[src/rtl/sdram_access_arbiter.sv]
// sdram_access_arbiter: serialises refresh, sensor-write and downlink-read commands onto one SDRAM controller over a 24-bit circular buffer.
// Ports:
//   CLK_48MHZ, RESET           clock and synchronous active-high reset
//   REFRESH_REQ/WR_REQ/RD_REQ  level requests, each held until its ACK
//   CMD_DONE                   controller pulse: outstanding command finished
//   CMD_START, CMD_TYPE        launch pulse and command type (01 wr, 10 rd, 11 ref)
//   BA_OUT/COL_OUT/ROW_OUT     command address split from the 24-bit pointer
//   WR_ACK/RD_ACK/REF_ACK      completion pulses
//   EMPTY, FULL, FILL_LEVEL    buffer occupancy
//   OVR_CNT                    saturating count of words lost to overwrite
module sdram_access_arbiter #(
    parameter int OVR_CNT_W = 8
) (
    input  logic                 CLK_48MHZ,
    input  logic                 RESET,
    input  logic                 REFRESH_REQ,
    input  logic                 WR_REQ,
    input  logic                 RD_REQ,
    input  logic                 CMD_DONE,
    output logic                 CMD_START,
    output logic [1:0]           CMD_TYPE,
    output logic [1:0]           BA_OUT,
    output logic [8:0]           COL_OUT,
    output logic [12:0]          ROW_OUT,
    output logic                 WR_ACK,
    output logic                 RD_ACK,
    output logic                 REF_ACK,
    output logic                 EMPTY,
    output logic                 FULL,
    output logic [24:0]          FILL_LEVEL,
    output logic [OVR_CNT_W-1:0] OVR_CNT
);
    localparam logic [1:0] T_NONE = 2'b00, T_WR = 2'b01, T_RD = 2'b10, T_REF = 2'b11;
    typedef enum logic {S_IDLE, S_WAIT} state_t;
    state_t state, state_nxt;
    logic last_rd, rd_ok, issue, done;
    logic [1:0] gnt;
    logic [23:0] wp, rp, wp_nxt, rp_nxt, ptr;
    logic [24:0] fill_nxt;
    logic [OVR_CNT_W-1:0] ovr_nxt;
    always_comb begin
        rd_ok = RD_REQ && !EMPTY;
        // refresh always wins; a write/read tie goes to whoever was not served last
        gnt = REFRESH_REQ ? T_REF : (WR_REQ && (!rd_ok || last_rd)) ? T_WR : rd_ok ? T_RD : T_NONE;
        // requesters still see their request high during the ACK cycle, so never grant then
        issue = state == S_IDLE && !(WR_ACK || RD_ACK || REF_ACK) && gnt != T_NONE;
        done = state == S_WAIT && CMD_DONE && !CMD_START;
        state_nxt = issue ? S_WAIT : done ? S_IDLE : state;
        ptr = gnt == T_WR ? wp : gnt == T_RD ? rp : 24'd0;
        wp_nxt = wp;
        rp_nxt = rp;
        fill_nxt = FILL_LEVEL;
        ovr_nxt = OVR_CNT;
        if (done && CMD_TYPE == T_WR) begin
            wp_nxt = wp + 24'd1;
            // a write into a full buffer drops the oldest word
            rp_nxt = FULL ? rp + 24'd1 : rp;
            fill_nxt = FULL ? FILL_LEVEL : FILL_LEVEL + 25'd1;
            ovr_nxt = (FULL && !(&OVR_CNT)) ? OVR_CNT + 1'b1 : OVR_CNT;
        end else if (done && CMD_TYPE == T_RD) begin
            rp_nxt = rp + 24'd1;
            fill_nxt = FILL_LEVEL - 25'd1;
        end
    end
    always_ff @(posedge CLK_48MHZ) begin
        if (RESET) state <= S_IDLE;
        else state <= state_nxt;
    end
    always_ff @(posedge CLK_48MHZ) begin
        if (RESET) begin
            CMD_START <= 1'b0;
            CMD_TYPE <= T_NONE;
            {BA_OUT, COL_OUT, ROW_OUT} <= 24'd0;
            {WR_ACK, RD_ACK, REF_ACK} <= 3'b000;
            wp <= 24'd0;
            rp <= 24'd0;
            FILL_LEVEL <= 25'd0;
            EMPTY <= 1'b1;
            FULL <= 1'b0;
            OVR_CNT <= '0;
            last_rd <= 1'b1;
        end else begin
            CMD_START <= issue;
            WR_ACK <= done && CMD_TYPE == T_WR;
            RD_ACK <= done && CMD_TYPE == T_RD;
            REF_ACK <= done && CMD_TYPE == T_REF;
            wp <= wp_nxt;
            rp <= rp_nxt;
            FILL_LEVEL <= fill_nxt;
            EMPTY <= fill_nxt == 25'd0;
            FULL <= fill_nxt[24];
            OVR_CNT <= ovr_nxt;
            if (issue) begin
                CMD_TYPE <= gnt;
                {BA_OUT, COL_OUT, ROW_OUT} <= ptr;
                if (gnt != T_REF) last_rd <= gnt == T_RD;
            end else if (done) begin
                CMD_TYPE <= T_NONE;
                {BA_OUT, COL_OUT, ROW_OUT} <= 24'd0;
            end
        end
    end
endmodule
[config.mk]
export PLATFORM = sky130hd
export DESIGN_NAME = sdram_access_arbiter
export DESIGN_NICKNAME = d
export VERILOG_FILES = /design/src/rtl/sdram_access_arbiter.sv
export SDC_FILE = /design/constraint.sdc
export NUM_CORES = 1
export LEC_CHECK = 0
export ABC_AREA = 1
export BUFFER_PORTS_ARGS = -buffer_cell sky130_fd_sc_hd__buf_2
export CAP_MARGIN = 0
export CELL_PAD_IN_SITES_DETAIL_PLACEMENT = 0
export CELL_PAD_IN_SITES_GLOBAL_PLACEMENT = 1
export CORE_MARGIN = 4
export CORE_UTILIZATION = 45
export CTS_CLUSTER_DIAMETER = 120
export DETAILED_ROUTE_END_ITERATION = 6
export HOLD_SLACK_MARGIN = 0.06
export PLACE_DENSITY_LB_ADDON = 0.1
export SETUP_SLACK_MARGIN = 0.3
export SLEW_MARGIN = 25
export SYNTH_ARGS = -nofsm -noshare
export SYNTH_HDL_FRONTEND = slang
export SYNTH_SLANG_ARGS = --single-unit
[constraint.sdc]
create_clock -name CLK_48MHZ -period 2.6 [get_ports CLK_48MHZ]
set_input_delay 0.65 -clock CLK_48MHZ [delete_from_list [all_inputs] [get_ports CLK_48MHZ]]
set_output_delay 0.65 -clock CLK_48MHZ [all_outputs]
set_load 0.03 [all_outputs]
==> results.ini <==
[outcome]
status = finished, final reports clean

[route]
drt-total-wl_mm = 17.6
initialDrtViolationCount = 468
dr.pass1.iters = 5
vias_per_cell = 5.21
drc = 0
wl_per_cell_um = 14.9
ant_nets = 0
vias = 6165

[logic_synthesis]
synth_top_area_cell = dfxtp_1
ys_ff_latch = 114
yosysWarningCount = 0
synth_top_area_share_pct = 37.4
ys_seq_area_share_pct = 37.4
synth-edff-count = 0
syn_area_per_cell_um2 = 6.69
synthTopCellsByArea = dfxtp_1, nand2_1, inv_1
netlist_top_cells_count = nand2_1, inv_1, dfxtp_1, nor2_1, nand3_1
synth.most_common_cell = nand2_1
synth_fp_nets = 923
syn_inst = 912
synth_area_um2 = 6100
async_reset_ff_share_pct = 0
synth_ff_type = dfxtp_1
synth.distinct_cells = 42

[power_and_ir_drop]
vdd_drop_max_mv = 0.394
p_leak_nw = 3.21
powerDensity_nw_per_um2 = 641

[global_routing]
grt_antenna_before_repair = 0
track_usage_pct = 23.0
grt_max_degree = 61
grt_pass1_vias = 5856
grt_pass1_wl_mm = 29.1
grt-ovfl-total = 0

[sta]
hold_ws_ps = 459
rsz0062_at_grt = true
slew_headroom_pct = 74.5
period_share_pct = 81.5
finalHoldViolCount = 0
fin_skew_ps = 7.78
fmax_mhz = 472
finalSetupViolCount = 0
final.min_clock_period_ps = 2120
setup_tns_ps = 0
drv_slew = 0
worstMarginPinSlew_ps = 380

[layout]
antenna_cells = 0
area_growth_pct = 19.8
postLayoutCoreUtil_pct = 55.2
nNetsFinal = 1009
fin_cells = 1184
finalInstanceArea_um2 = 7310
drive_gt1_share_pct = 15.4

[placed_design]
dpl_cell_area_um2 = 6710
port_buffers = 70
dp_hpwl_mm = 13.1
placed_cells = 1151
gp_congestion = 0.914

[die]
pin_count = 71
start_util_pct = 46.1
dieArea_um2 = 15500
dieHeight_um = 124
rows = 42
core_area_um2 = 13200
die_w_um = 124

[clock_tree]
holdBufCountCts = 0
clock_path_buffers = 2
cts.clk_slew.worst_paths_ps = 50
cts_tree = yes
cts_root_buf = clkbuf_16
insertion_delay_ps = 410
numCtsBuffers = 17
cts_sinks = 114
htreeDepth = 4

[flow_run]
cap_violations = 0

[worst_setup_path]
end_kind = flip-flop
crit_required_ps = 2960
cp-startpoint = FILL_LEVEL[0]
crit_arrival_ps = 2480
cp-start-kind = flip-flop
path_class = flip-flop to flip-flop
crit_fanout = 4
r2r_slack_ps = 480
r2r_start = FILL_LEVEL[0]

[hold_path]
hp-class = flip-flop to flip-flop
worstHoldStart = COL_OUT[5]

==> cell families after synthesis <==
| kind of cell | share of synthesized area (%) |
|---|---|
| AO/OA/AOI/OAI | 15.8 |
| XOR/XNOR | 1.00 |
| adder cells (fa/ha/maj) | 1.03 |
| buffers and inverters | 9.82 |
| flip-flops | 37.4 |
| AND/OR/NAND/NOR | 35.0 |
==> worst paths after layout <==
check	endpoint	depth (start not counted)
min	COL_OUT[5]	2
max reg2reg	EMPTY	14
min reg2reg	COL_OUT[5]	2
max	EMPTY	14
==> area by class of cell <==
| cell class | count | area [um2] |
|---|---|---|
| fill | 1375 | 5930 |
| multi-input combinational | 645 | 3240 |
| sequential | 114 | 2280 |
| timing repair buffer | 91 | 546 |
| clock buffer | 25 | 515 |
| inverter | 129 | 487 |
| tap | 176 | 220 |
| clock inverter | 4 | 25.0 |
==> registers in the layout, indices dropped and copies added (netlist names) <==
name	count
FILL_LEVEL	24
rp	24
wp	24
ROW_OUT	13
COL_OUT	9
OVR_CNT	8
BA_OUT	2
CMD_TYPE	2
CMD_START	1
EMPTY	1
FULL	1
RD_ACK	1
REF_ACK	1
WR_ACK	1
last_rd	1
state	1
==> timing repair <==
item | 4_1_cts | 5_1_grt
setup endpoints to repair | 0 | 4
resized for setup | 0 | 5
setup buffers | 0 | 4
==> where the power goes <==
group / internal [mW] / switching, mW
clock: 1.35 / 0.780
combinational: 0.219 / 0.494
sequential: 1.79 / 0.0546
total: 3.36 / 1.33
==> routing by layer <==
layer  vias up  GRT usage (%)  share of wire [%]
li1       3190              -                  -
met1      2788           28.9                 45
met2       152           38.3                 48
met3        35           3.73                4.0
met4         0           11.0                2.8
met5         -              0                  0
==> worst max-delay path: stages, from the launching register on <==
cell     delay, ps
dfxtp_1        340
inv_1          140
ha_1           190
nand3_1        170
nor2_2         160
nand2_1        120
nor2_2         170
nand3_1         80
nand2_1        120
nand2_1         60
nor2_1         110
nand3_1        140
nor2_1         120
nand2_1         60
nand2_1         60
==> layout by cell type (no fill, tap or decap), types with 3 or more instances in the layout <==
cell and count:
nand3_1 74, ha_1 5, xor2_1 7, buf_2 70
buf_4 18, o22ai_1 15, nand4_1 18, a32o_1 17
nor3_1 24, o21ai_1 14, dfxtp_1 113, clkinv_1 3
a21oi_1 61, nand2_1 198, clkbuf_8 6, nor2_2 12
o21a_1 3, a31oi_1 4, o21ai_0 49, nand3b_1 3
inv_1 122, buf_12 3, clkbuf_16 17, nor4_1 4
and2_1 3, nor2_4 5, nor2_1 109, nand2_2 5
inv_2 3
==> stage by stage <==
step           power [mW]  worst slack, ps
3_5_place_dp         2.57              120
6_report             4.69              481
5_1_grt              4.89              273
3_3_place_gp         2.57              117
4_1_cts              4.71              331
2_1_floorplan        2.35              608
No activity file was read; power rests on OpenSTA's default activity.
